`src/rtl/common_pkg.sv`:
```
// Shared definitions for the object pipeline: the object record written into
// object_buffer, the stream frame header value and the frame checksum helper.
package common;

    // Header byte that opens every framed object on the host byte stream.
    localparam logic [7:0] OBJ_SYNC_BYTE = 8'hA5;

    // One object record as stored in object_buffer.
    typedef struct packed {
        logic [7:0] color;
        logic [7:0] y;
        logic [7:0] x;
        logic [7:0] shape;
    } object_t;

    // Running frame checksum: XOR of the header and every payload byte.
    function automatic logic [7:0] csum_update(input logic [7:0] csum, input logic [7:0] b);
        return csum ^ b;
    endfunction

endpackage

```
`src/rtl/object_stream_packer.sv`:
```
// object_stream_packer: assembles framed host bytes (SYNC, payload LSB-first,
// optional check byte) into object_t records and writes them into the object
// buffer write port, stalling while the buffer reports full.
// Build option: define OBJECT_PACKER_CHECKSUM_EN to include the check byte,
// the CHECK state and the dropped-frame error counter.
module object_stream_packer
    import common::*;
#(
    parameter int         OBJECT_BYTES = ($bits(object_t) + 7) / 8,
    parameter logic [7:0] SYNC_BYTE    = OBJ_SYNC_BYTE
) (
    input  logic        clock,
    input  logic        reset,
    input  logic [7:0]  in_data,
    input  logic        in_valid,
    output logic        in_ready,
    input  logic        full,
    output object_t     data,
    output logic        write,
    output logic [15:0] object_count,
    output logic [15:0] error_count,
    output logic        busy
);

    localparam int REG_W = OBJECT_BYTES * 8;
    localparam int OBJ_W = $bits(object_t);
    localparam int PAD_W = (REG_W > OBJ_W) ? REG_W : OBJ_W;
    localparam int CNT_W = $clog2(OBJECT_BYTES + 1);
    localparam logic [CNT_W-1:0] LAST_CNT = CNT_W'(OBJECT_BYTES - 1);

    typedef enum logic [1:0] {
        HUNT    = 2'd0,
        PAYLOAD = 2'd1,
        CHECK   = 2'd2,
        WRITE   = 2'd3
    } state_t;

    state_t             state_r;
    state_t             next_state_s;
    logic [CNT_W-1:0]   byte_cnt_r;
    logic [REG_W-1:0]   shift_r;
    logic [PAD_W-1:0]   pad_s;
    logic [15:0]        object_count_r;
    logic               in_ready_s;
    logic               accept_s;
    logic               sync_hit_s;
    logic               last_lane_s;
    logic               write_s;

    assign in_ready_s  = (state_r != WRITE);
    assign accept_s    = in_valid && in_ready_s;
    assign sync_hit_s  = accept_s && (in_data == SYNC_BYTE);
    assign last_lane_s = (byte_cnt_r == LAST_CNT);

`ifdef OBJECT_PACKER_CHECKSUM_EN
    logic [7:0]  csum_r;
    logic [15:0] error_count_r;
    logic        csum_match_s;

    assign csum_match_s = (in_data == csum_r);
`endif

    // State register.
    always_ff @(posedge clock) begin
        if (!reset) begin
            state_r <= HUNT;
        end else begin
            state_r <= next_state_s;
        end
    end

    // Next-state decode and write strobe; write follows full combinationally.
    always_comb begin
        next_state_s = state_r;
        write_s      = 1'b0;
        case (state_r)
            HUNT: begin
                if (sync_hit_s) begin
                    next_state_s = PAYLOAD;
                end else begin
                    next_state_s = HUNT;
                end
            end
            PAYLOAD: begin
                if (accept_s && last_lane_s) begin
`ifdef OBJECT_PACKER_CHECKSUM_EN
                    next_state_s = CHECK;
`else
                    next_state_s = WRITE;
`endif
                end else begin
                    next_state_s = PAYLOAD;
                end
            end
`ifdef OBJECT_PACKER_CHECKSUM_EN
            CHECK: begin
                if (accept_s) begin
                    if (csum_match_s) begin
                        next_state_s = WRITE;
                    end else begin
                        next_state_s = HUNT;
                    end
                end else begin
                    next_state_s = CHECK;
                end
            end
`endif
            WRITE: begin
                write_s = !full;
                if (!full) begin
                    next_state_s = HUNT;
                end else begin
                    next_state_s = WRITE;
                end
            end
            default: begin
                next_state_s = HUNT;
                write_s      = 1'b0;
            end
        endcase
    end

    // Byte lane counter, assembly register and written-object counter.
    always_ff @(posedge clock) begin
        if (!reset) begin
            byte_cnt_r     <= '0;
            shift_r        <= '0;
            object_count_r <= 16'd0;
        end else begin
            if (state_r == HUNT && sync_hit_s) begin
                byte_cnt_r <= '0;
            end else if (state_r == PAYLOAD && accept_s) begin
                byte_cnt_r <= byte_cnt_r + CNT_W'(1);
            end
            for (int i = 0; i < OBJECT_BYTES; i++) begin
                if (state_r == PAYLOAD && accept_s && byte_cnt_r == CNT_W'(i)) begin
                    shift_r[i*8 +: 8] <= in_data;
                end
            end
            if (write_s) begin
                object_count_r <= object_count_r + 16'd1;
            end
        end
    end

`ifdef OBJECT_PACKER_CHECKSUM_EN
    // Frame checksum and saturating count of frames dropped on mismatch.
    always_ff @(posedge clock) begin
        if (!reset) begin
            csum_r        <= 8'h00;
            error_count_r <= 16'd0;
        end else begin
            if (state_r == HUNT && sync_hit_s) begin
                csum_r <= SYNC_BYTE;
            end else if (state_r == PAYLOAD && accept_s) begin
                csum_r <= csum_update(csum_r, in_data);
            end
            if (state_r == CHECK && accept_s && !csum_match_s && error_count_r != 16'hFFFF) begin
                error_count_r <= error_count_r + 16'd1;
            end
        end
    end

    assign error_count = error_count_r;
`else
    assign error_count = 16'd0;
`endif

    // Object view of the assembly register, zero-padded if it is narrower.
    always_comb begin
        pad_s            = '0;
        pad_s[REG_W-1:0] = shift_r;
    end

    assign data         = object_t'(pad_s[OBJ_W-1:0]);
    assign write        = write_s;
    assign in_ready     = in_ready_s;
    assign busy         = (state_r != HUNT);
    assign object_count = object_count_r;

endmodule

```
`config.mk`:
```
export PLATFORM = sky130hd
export DESIGN_NAME = object_stream_packer
export DESIGN_NICKNAME = d
export VERILOG_FILES = /design/src/rtl/common_pkg.sv /design/src/rtl/object_stream_packer.sv
export SDC_FILE = /design/constraint.sdc
export NUM_CORES = 1
export LEC_CHECK = 0
export ABC_CLOCK_PERIOD_IN_PS = 1800
export CAP_MARGIN = 10
export CORE_UTILIZATION = 45
export CTS_CLUSTER_SIZE = 12
export DETAILED_ROUTE_END_ITERATION = 16
export GPL_TIMING_DRIVEN = 0
export PLACE_DENSITY_LB_ADDON = 0.1
export SLEW_MARGIN = 10
export SYNTH_ARGS = -nofsm -noshare
export SYNTH_HDL_FRONTEND = slang
export SYNTH_SLANG_ARGS = --single-unit
```
`constraint.sdc`:
```
create_clock -name clock -period 1.8 [get_ports clock]
set_clock_uncertainty 0.05 [all_clocks]
set_input_delay 0.27 -clock clock [delete_from_list [all_inputs] [get_ports clock]]
set_output_delay 0.27 -clock clock [all_outputs]
set_load 0.005 [all_outputs]
```
==> key figures, run 1 <==
Run status
  • Run status: completed

Setup path
  • R2R cell count: 4
  • Kind of critical path: flip-flop to output port
  • Crit path DAT: 1.43 ns
  • Crit-path cells: buf_6 -> nand3b_4 -> inv_1 -> clkdlybuf4s50_1
  • CP Launch Type: flip-flop
  • Worst Path Max Fanout: 9
  • Crit-path max cell delay: 0.49 ns
  • Worst r2r src: state_r[1]
  • Reg-to-Reg End: state_r[0]
  • Req. time, crit path: 1.48 ns
  • Critical path's top delay family: buffers and inverters
  • CP Buf/Inv Count: 3
  • FF-to-FF setup slack: 0.10 ns
  • Worst path slowest cell: clkdlybuf4s50_1
  • Critical path endpoint category: output port

STA
  • Fin. Hold Viols: 0
  • Worst-margin pin slew: 0.503 ns
  • Highest clock rate: 572 MHz
  • Setup-failing EPs final: 0
  • Unrepaired setup endpoints after global routing: no
  • Setup TNS: 0 ns
  • Pins Over Slew Limit: 0
  • Post-layout min period: 1.75 ns
  • Rel. slew slack: 66.5%
  • Crit share post-route: 97.1%

Clocking
  • CTS tree: done
  • Root Driver: clkbuf_8
  • CTS sink cnt: 53
  • Hold_buf cts: 0
  • Num CTS Buffers: 5
  • CTS max path bufs: 2
  • CTS H-tree depth: 2
  • Skew-Pair Late Insertion Delay: 0.30 ns
  • Clock transition at the registers of the reported paths: 0.09 ns

Pwr
  • Switching Fraction: 22.5%
  • Seq pwr share: 60.8%
  • Clock network fraction of total power: 33.8%
  • Total internal power: 1490 uW
  • Net Sw Power: 434 uW
  • Leak: 0.00117 uW
  • Combinational Power Share: 5.4%
  • Pwr dens: 596 nW/um^2
  • Final Power: 1930 uW
  • Peak VDD IR: 0.367 mV

Placed design
  • RePlAce Congestion: 0.858
  • HPWL after DPL: 4.05 mm
  • Port Buffers: 61

Synth
  • Synthesized area per cell: 8.14 um^2
  • Cells after Synth: 287
  • Dominant synthesized flop cell: dfxtp_1
  • Flops & latches, synth: 53
  • FFs w/ async S/R, synth: 0%
  • Post-synthesis sequential area ratio: 45.4%
  • Netlist cell types: 34
  • Post-synth EDFFs: 0
  • Synthesized cell area: 2340 um^2
  • YS warnings: 0

Drt
  • Vias/cell: 4.98
  • Starting DRC count in detailed routing: 168
  • Post-DRT Antenna Nets: 0
  • Via Count: 2,193
  • DRC viols: 0
  • Post-Route WL: 5.56 mm
  • DRT Pass-1 Iters: 4
  • Avg WL per Cell: 12.6 um

Final layout
  • Antenna diodes: 0
  • Commonest cells after routing, fill and taps aside: nand2_1, clkdlybuf4s50_1, dfxtp_1
  • Synth-to-layout area growth: 38.4%
  • Fraction of layout cells with a size suffix above 1: 12.9%
  • Commonest non-fill, non-tap cell in the layout: nand2_1
  • Filler cells: 428
  • Nets: 390

Run
  • Max-cap viol count: 0

GRT
  • Largest net degree at the start of global routing: 16
  • Total gr overflow: 0
  • Vias in the first global route: 1,871
  • First-pass GRT wire length: 8.58 mm
  • Gr usage total: 20.5%
  • Initial antenna violation count: 0

Floorplan
  • Top Ports: 79
  • Die Height: 74.1 um
  • Core ar.: 4850 um^2
  • Initial core utilization: 48.2%
  • Full die area: 5490 um^2
  • FP Rows: 25
  • Die width: 74.1 um

Hold path
  • Worst min path class: input port to flip-flop
  • Hold path depth: 3
  • Worst Hold Path EP: byte_cnt_r[1]
  • Hold path startpoint: in_valid
per-stage QoR:
stage / hold slack, ns / utilization, % / setup slack (ns) / area [um^2] / instances
2_1_floorplan: 0.356 / - / 0.103 / 2390 / 302
3_3_place_gp: 0.393 / 63.7 / -0.522 / 3090 / 430
3_5_place_dp: 0.396 / 63.7 / -0.499 / 3090 / 430
4_1_cts: 0.283 / 65.9 / -0.0179 / 3200 / 440
5_1_grt: 0.346 / 66.7 / 0.00239 / 3240 / 440
6_report: 0.289 / 66.7 / 0.0519 / 3240 / 440
tightest hold or removal path, delay by kind of cell:
family / cells / cell delay (ns)
buffers and inverters: 1 / 0.16
and+or+nand+nor: 1 / 0.12
AOI/OAI and AO/OA: 1 / 0.06
state kept, by name (all words and copies together), names as in the netlist:
register and cells:
state_r 2, data 32, byte_cnt_r 3, object_count 16
metal layers:
layer  track usage, %  routed length, um  vias to the layer above
met4             6.41                 53                        0
met3             4.34                417                        7
met2             31.5               2560                       74
li1                 -                  -                     1114
met1             28.9               2530                      998
met5                0                  0                        -
cells in the mapped netlist, drive strengths merged, types with 2 or more instances:
master	number	area, um^2
nand2	59	221
dfxtp	53	1060
a21oi	39	195
nand3	32	160
buf	23	159
nor2	13	48.8
inv	9	33.8
xnor2	8	70.1
clkbuf	7	26.3
ha	6	75.1
nor4	6	37.5
nand4	4	25.0
nor3	3	15.0
o21ai	3	15.0
or3	3	18.8
xor2	3	26.3
nand3b	2	27.5
or2	2	12.5
or4	2	18.8
power by group through the flow:
stage               clock network, uW  logic (uW)  registers [uW]
detailed placement                  0         105            1200
finish                            652         104            1170
CTS                               668         102            1170
global placement                    0         105            1200
global route                      721         114            1170
floorplan                           0        56.6            1200
worst max-delay path by stage:
stage,startpoint,end,slack (ns),depth (start not counted)
floorplan,object_count[2],object_count[13],0.10,4
global placement,in_data[3],byte_cnt_r[2],-0.52,5
detailed placement,in_data[3],byte_cnt_r[2],-0.50,5
CTS,object_count[0],object_count[14],-0.02,5
global route,state_r[0],write,0.002,4
finish,state_r[0],write,0.05,4
what timing repair did:
item / 4_1_cts / 5_1_grt
setup buffers: 2 / 0
pin swaps: 0 / 2
endpoints found under the setup margin: 17 / 45
gates resized for setup: 9 / 17
logic make-up after synthesis:
logic type | count (synthesis) | share of synthesized area, %
buffers and inverters | 39 | 9.37
adder cells (fa/ha/maj) | 6 | 3.21
AND/OR/NAND/NOR | 131 | 27.0
AO/OA/AOI/OAI | 45 | 10.3
multiplexers | 1 | 0.428
XOR/XNOR | 11 | 4.12
flip-flops | 53 | 45.4
other | 1 | 0.160
area by class of cell:
class                      instances  area (um^2)  share of cell area (%)
multi-input combinational        210         1150                    35.6
sequential                        53         1070                    33.1
timing repair buffer              63          618                    19.1
buffer                            30          194                    5.99
tap                               67         83.8                    2.59
clock buffer                       7         76.3                    2.36
inverter                           9         33.8                    1.04
clock inverter                     1         7.51                   0.232
No activity file was read; power rests on OpenSTA's default activity.
==> run 2, diff against run 1 <==
- GPL_ROUTABILITY_DRIVEN: default -> 0
==> results of run 2 <==
No change in the layout: final DEF, timing and power equal those of run 1.
==> run 3, diff against run 2 <==
- CORE_UTILIZATION: 45 -> 57
- DONT_BUFFER_PORTS: default -> 1
==> run 3 against run 2 <==
Count of clock-buffer cells in the layout down 1. Global-route usage up 3.9 points. Sequential power about the same. Via count down 13%. Combinational power down 36%. Non-clock buffer count down 63. Worst setup slack better by 0.024 ns. Critical path type is now flip-flop to flip-flop. Largest cell class unchanged.
==> key figures, run 3 (synthesized netlist as in run 1, its figures left out) <==
STA
  • Setup-failing EPs final: 0 (unchanged)
  • Highest clock rate: 580 MHz (+1.4%)
  • Worst-margin pin slew: 0.520 ns (+0.0170 ns)
  • Post-layout min period: 1.72 ns (-0.0239 ns)
  • Crit share post-route: 95.8% (-1.3 points)
  • Pins Over Slew Limit: 0 (unchanged)
  • Rel. slew slack: 65.1% (-1.3 points)
  • Fin. Hold Viols: 0 (unchanged)
  • Final WS setup: 0.0758 ns (+0.0239 ns)
  • Unrepaired setup endpoints after global routing: no
  • Hold Slack: 0.0482 ns (-0.241 ns)

Setup path
  • Kind of critical path: flip-flop to flip-flop
  • Worst r2r src: object_count[3]
  • Worst Path Max Fanout: 8 (-1)
  • CP Launch Type: flip-flop
  • Req. time, crit path: 1.98 ns (+0.50 ns)
  • Critical path endpoint category: flip-flop
  • Crit path from: object_count[3]
  • Crit path DAT: 1.91 ns (+0.48 ns)

Placed design
  • Placed cell areas: 2450 um^2 (-21%)
  • Placed Cells: 350 (-19%)
  • Setup WS pre-CTS: -0.0467 ns (+0.453 ns)
  • HPWL after DPL: 3.56 mm (-12%)
  • Port Buffers: 0 (-100%)

Drt
  • Wl on met1: 2.27 mm (-10%)
  • Post-Route WL: 4.96 mm (-11%)
  • Starting DRC count in detailed routing: 123 (-27%)
  • Vias/cell: 5.35 (+7.4%)
  • Via Count: 1,916 (-13%)
  • Met3 Wirelength: 468 um (+12%)
  • Post-DRT Antenna Nets: 0 (unchanged)
  • DRC viols: 0 (unchanged)
  • DR WL met2: 2.18 mm (-15%)
  • Top routing layer in use: met4
  • Avg WL per Cell: 13.8 um (+9.6%)
  • DRT Pass-1 Iters: 4 (unchanged)

Run
  • Max-cap viol count: 0 (unchanged)

Final layout
  • Reg area: 1080 um^2 (+0.47%)
  • Commonest non-fill, non-tap cell in the layout: nand2_1
  • Finished Cell Area: 2590 um^2 (-20%)
  • Fraction of layout cells with a size suffix above 1: 15.5% (+2.6 points)
  • Synth-to-layout area growth: 10.8%
  • Antenna diodes: 0 (unchanged)
  • Multi-input logic area: 1150 um^2 (-0.22%)
  • Non-filler cells, final: 358 (-19%)
  • Max reg flops: 32 (unchanged)
  • Commonest cells after routing, fill and taps aside: nand2_1, dfxtp_1, a21oi_1
  • Nets: 327 (-16%)
  • Filler cells: 318 (-26%)

Floorplan
  • Top Ports: 79 (unchanged)
  • FP Rows: 22 (-12%)
  • Full die area: 4360 um^2 (-21%)
  • Initial core utilization: 61.5% (+13 points)
  • Core ar.: 3800 um^2 (-22%)
  • Die width: 66.0 um (-11%)
  • Die Height: 66.0 um (-11%)

Hold path
  • Worst min path class: input port to flip-flop
  • Hold path startpoint: in_data[6]

Pwr
  • Pwr dens: 726 nW/um^2 (+22%)
  • Leak: 0.000923 uW (-21%)
  • Switching Fraction: 21.7% (-0.84 points)
  • Net Sw Power: 407 uW (-6.2%)
  • Clock network fraction of total power: 34.2% (+0.4 points)
  • Peak VDD IR: 0.486 mV (+32%)
  • Seq pwr share: 62.3% (+1.5 points)
  • Combinational Power Share: 3.5% (-1.9 points)
  • Total internal power: 1470 uW (-1.5%)

GRT
  • Largest net degree at the start of global routing: 16 (unchanged)
  • Vias in the first global route: 1,679 (-10%)
  • Total gr overflow: 0 (unchanged)
  • Gr usage total: 24.5% (+3.9 points)
  • First-pass GRT wire length: 8.01 mm (-6.7%)
  • Initial antenna violation count: 0 (unchanged)

Clocking
  • CTS H-tree depth: 2 (unchanged)
  • CTS sink cnt: 53 (unchanged)
  • CTS max path bufs: 2 (unchanged)
  • Skew-Pair Late Insertion Delay: 0.30 ns (about the same)
  • Post-CTS setup buffer count: 0 (-2)
  • Clock transition at the registers of the reported paths: 0.09 ns (about the same)
  • Num CTS Buffers: 5 (unchanged)
  • Hold_buf cts: 0 (unchanged)
  • CTS tree: done
  • Root Driver: clkbuf_8

Run status
  • Run status: completed
## run 3: cell count changes in the layout (fill, tap and decap cells not counted), moves of 2 or more
cell / delta
dfxtp_1: -2
clkbuf_2: -3
clkinv_2: +2
dlygate4sd2_1: -6
clkdlybuf4s50_1: -55
buf_1: +2
## run 3: final timing paths
path         cells past startpoint  slack [ns]          endpoint
max                              4        0.08  object_count[13]
min                              2        0.05          data[30]
max reg2reg                      4        0.08  object_count[13]
min reg2reg                      2        0.42          data[17]
## run 3: layout make-up
cell class	instances	area share, %
multi-input combinational	210	44.4
clock buffer	6	2.80
buffer	30	7.25
sequential	53	41.6
clock inverter	2	0.387
inverter	9	1.30
tap	48	2.32
## run 3: per-stage QoR
| stage | total power (uW) | utilization [%] | setup TNS (ns) |
|---|---|---|---|
| 3_3_place_gp | 1260 | 64.6 | -0.489 |
| 6_report | 1880 | 68.1 | 0 |
| 5_1_grt | 1960 | 68.1 | 0 |
| 2_1_floorplan | 1260 | - | 0 |
| 3_5_place_dp | 1260 | 64.6 | -0.429 |
| 4_1_cts | 1890 | 67.2 | -0.000753 |
## run 3: worst max-delay path: stages, from the launching register on
cell and delay, ns:
dfxtp_2 0.42, nand4_1 0.11, or4_4 0.58, or3_1 0.36, a21oi_1 0.14
## run 3: power groups by stage
stage,Combinational (uW),Sequential [uW],Clock [uW]
global route,75.2,1170,714
finish,66.5,1170,642
global placement,64.6,1200,0
floorplan,56.6,1200,0
detailed placement,64.9,1200,0
CTS,65.0,1170,658
## run 3: per-layer routing
layer  track usage [%]  vias up
met2              37.0       76
met5                 0        -
met4              6.38        0
li1                  -      985
met1              32.9      851
met3              8.79        4
## run 3: what timing repair did
action,CTS,global route
setup endpoints to repair,13,17
gates resized for setup,7,14
pin swaps,0,4
==> patch: new RTL, config.mk and constraints of run 1 <==
Re-encode `state_t` (4 states) as Gray code, 2 bits wide.
--- a/src/rtl/object_stream_packer.sv
+++ b/src/rtl/object_stream_packer.sv
@@ -29,10 +29,10 @@
     localparam logic [CNT_W-1:0] LAST_CNT = CNT_W'(OBJECT_BYTES - 1);
 
     typedef enum logic [1:0] {
-        HUNT    = 2'd0,
-        PAYLOAD = 2'd1,
-        CHECK   = 2'd2,
-        WRITE   = 2'd3
+        HUNT    = 2'b00,
+        PAYLOAD = 2'b01,
+        CHECK   = 2'b11,
+        WRITE   = 2'b10
     } state_t;
 
     state_t             state_r;
Formal check against the unedited RTL: same outputs for any inputs over 10 cycles, from zero or initial values and one cycle with reset low; not proved beyond that.
==> patch against run 1 <==
Routed wire length shrank 4.8%; global-route usage shrank 0.34 points; count of clock-buffer cells in the layout shrank 2; register-to-register slack lost 0.05 ns; worst setup slack is essentially flat; final area shrank 2.1%; total power shrank 0.36%; hold slack gained 0.013 ns; sequential cell count is the same; synthesized cell count shrank 1.7%; area after synthesis shrank 1.5%; via count shrank 3.1%; critical path type is now reg2reg; critical endpoint is now object_count[15]$_SDFFE_PN0P_.
==> patch: results (changes against run 1) <==
INFO  metric htree_levels = 2 (unchanged)
INFO  metric drtIter0Drc = 94 (was 168)
INFO  metric route.detailed.drc = 0 (unchanged)
INFO  metric timing.hold.ws = 0.302 ns (was 0.289 ns)
INFO  metric grt_max_degree = 17 (was 16)
INFO  metric reg2reg_start = state_r[0]$_SDFF_PN0_ (was state_r[1]$_SDFF_PN0_)
INFO  metric drive_gt1_share = 10.7% (was 12.9%)
INFO  metric max_stage_delay = 0.43 ns (was 0.49 ns)
INFO  metric gr-usage-met1 = 27.6% (was 28.9%)
INFO  metric switchingPower = 0.000438 W (was 0.000434 W)
INFO  metric wl = 5290 um (was 5560 um)
INFO  metric critPathSlowestCell = or4_4 (was clkdlybuf4s50_1)
INFO  metric detail_route.wirelength.met1 = 2450 um (was 2530 um)
INFO  metric seq_area_frac_synth = 46.1% (was 45.4%)
INFO  metric criticalPathCategory = reg2reg (was reg2out)
INFO  metric nets = 383 (was 390)
INFO  metric cp.arrival = 1.94 ns (was 1.43 ns)
INFO  metric insertedDiodeCount = 0 (unchanged)
INFO  metric peakVddDrop = 305 uV (was 367 uV)
INFO  metric r2r_cells = 5 (was 4)
INFO  metric synth_common_cells = dfxtp_1 (53), nand2_1 (53), a21oi_1 (44), nand3_1 (31), buf_4 (16) (was nand2_1 (59), dfxtp_1 (53), a21oi_1 (39), nand3_1 (32), buf_4 (17))
INFO  metric worst_path_dominant_cell_family = simple AND/OR/NAND/NOR gates (was buffers and inverters)
INFO  metric power.static_leakage = 1.10 nW (was 1.17 nW)
INFO  metric hpwlAfterDp = 3830 um (was 4050 um)
INFO  metric via_count = 2124 (was 2193)
INFO  metric run_status = complete, no violations (unchanged)
INFO  metric internal_reg_to_reg_setup_slack = 0.05 ns (was 0.10 ns)
INFO  metric groute.layer.met2.usage = 31.7% (was 31.5%)
INFO  metric wl_met2 = 2490 um (was 2560 um)
INFO  metric synth_top_cells_by_area = dfxtp_1 (46%), a21oi_1 (9.6%), nand2_1 (8.6%) (was dfxtp_1 (45%), nand2_1 (9.5%), a21oi_1 (8.4%))
INFO  metric grt_util_met3 = 4.94% (was 4.34%)
INFO  metric port_buffers = 61 (unchanged)
INFO  metric postSynthAreaPerCell = 8.16 um2 (was 8.14 um2)
INFO  metric drv_slew = 0 (unchanged)
INFO  metric synthDistinctLibCells = 37 (was 34)
INFO  metric worst_slew_margin_rel = 66.5% (about the same)
INFO  metric place_congestion = 0.810 (was 0.858)
INFO  metric worst_setup_path_endpoint = object_count[15]$_SDFFE_PN0P_ (was write)
INFO  metric first_global_vias = 1773 (was 1871)
INFO  metric routed-wl-met3 = 267 um (was 417 um)
INFO  metric final-instance-count-excl-fill = 433 (was 440)
INFO  metric grt_first_pass_wirelength = 8360 um (was 8580 um)
INFO  metric grt_use_total = 20.2% (was 20.5%)
INFO  metric hold_depth = 3 (unchanged)
INFO  metric timing.critical_path.fanout_max = 8 (was 9)
[patch: through the flow]
| step | instance area (um2) | setup slack, ns |
|---|---|---|
| after floorplan | 2360 | 0.100 |
| after detailed placement | 3050 | -0.504 |
| after global placement | 3050 | -0.475 |
| after CTS | 3150 | 0.0406 |
| final | 3170 | 0.0522 |
| after global routing | 3170 | -0.0000329 |
[patch: kinds of logic after synthesis]
kind of cell               share of synthesized area (%)
xor gates and xnor gates                            3.42
buffers and inverters                               9.24
AOI/OAI and AO/OA                                   11.8
other                                              0.163
DFF                                                 46.1
adders and majority gates                           3.26
and+or+nand+nor                                     26.0
[patch: power by group through the flow]
stage	clock network [W]	registers [W]	logic, W
after global placement	0	0.00120	0.000102
after detailed placement	0	0.00120	0.000102
after CTS	0.000672	0.00117	0.0000989
after global routing	0.000721	0.00117	0.000110
after floorplan	0	0.00120	0.0000548
final	0.000650	0.00117	0.000101
[patch: what timing repair did]
| action | in CTS | in global routing |
|---|---|---|
| buffers inserted | 1 | 0 |
| gates resized for setup | 10 | 6 |
| endpoints found under the setup margin | 7 | 5 |
| gates cloned | 0 | 0 |
[patch: worst min-delay path, delay by kind of cell]
family / cells / cell delay [ns]
AO/OA/AOI/OAI: 1 / 0.06
AND/OR/NAND/NOR: 1 / 0.12
buffers and inverters: 1 / 0.16
[patch: layout make-up]
class / instances / area [um2]
Timing Repair Buffer: 62 / 613
Sequential cell: 53 / 1070
Fill cell: 450 / 1650
Inverter: 6 / 22.5
Buffer: 31 / 185
Clock inverter: 3 / 17.5
Tap cell: 67 / 83.8
Multi-Input combinational cell: 206 / 1110
Clock buffer: 5 / 68.8
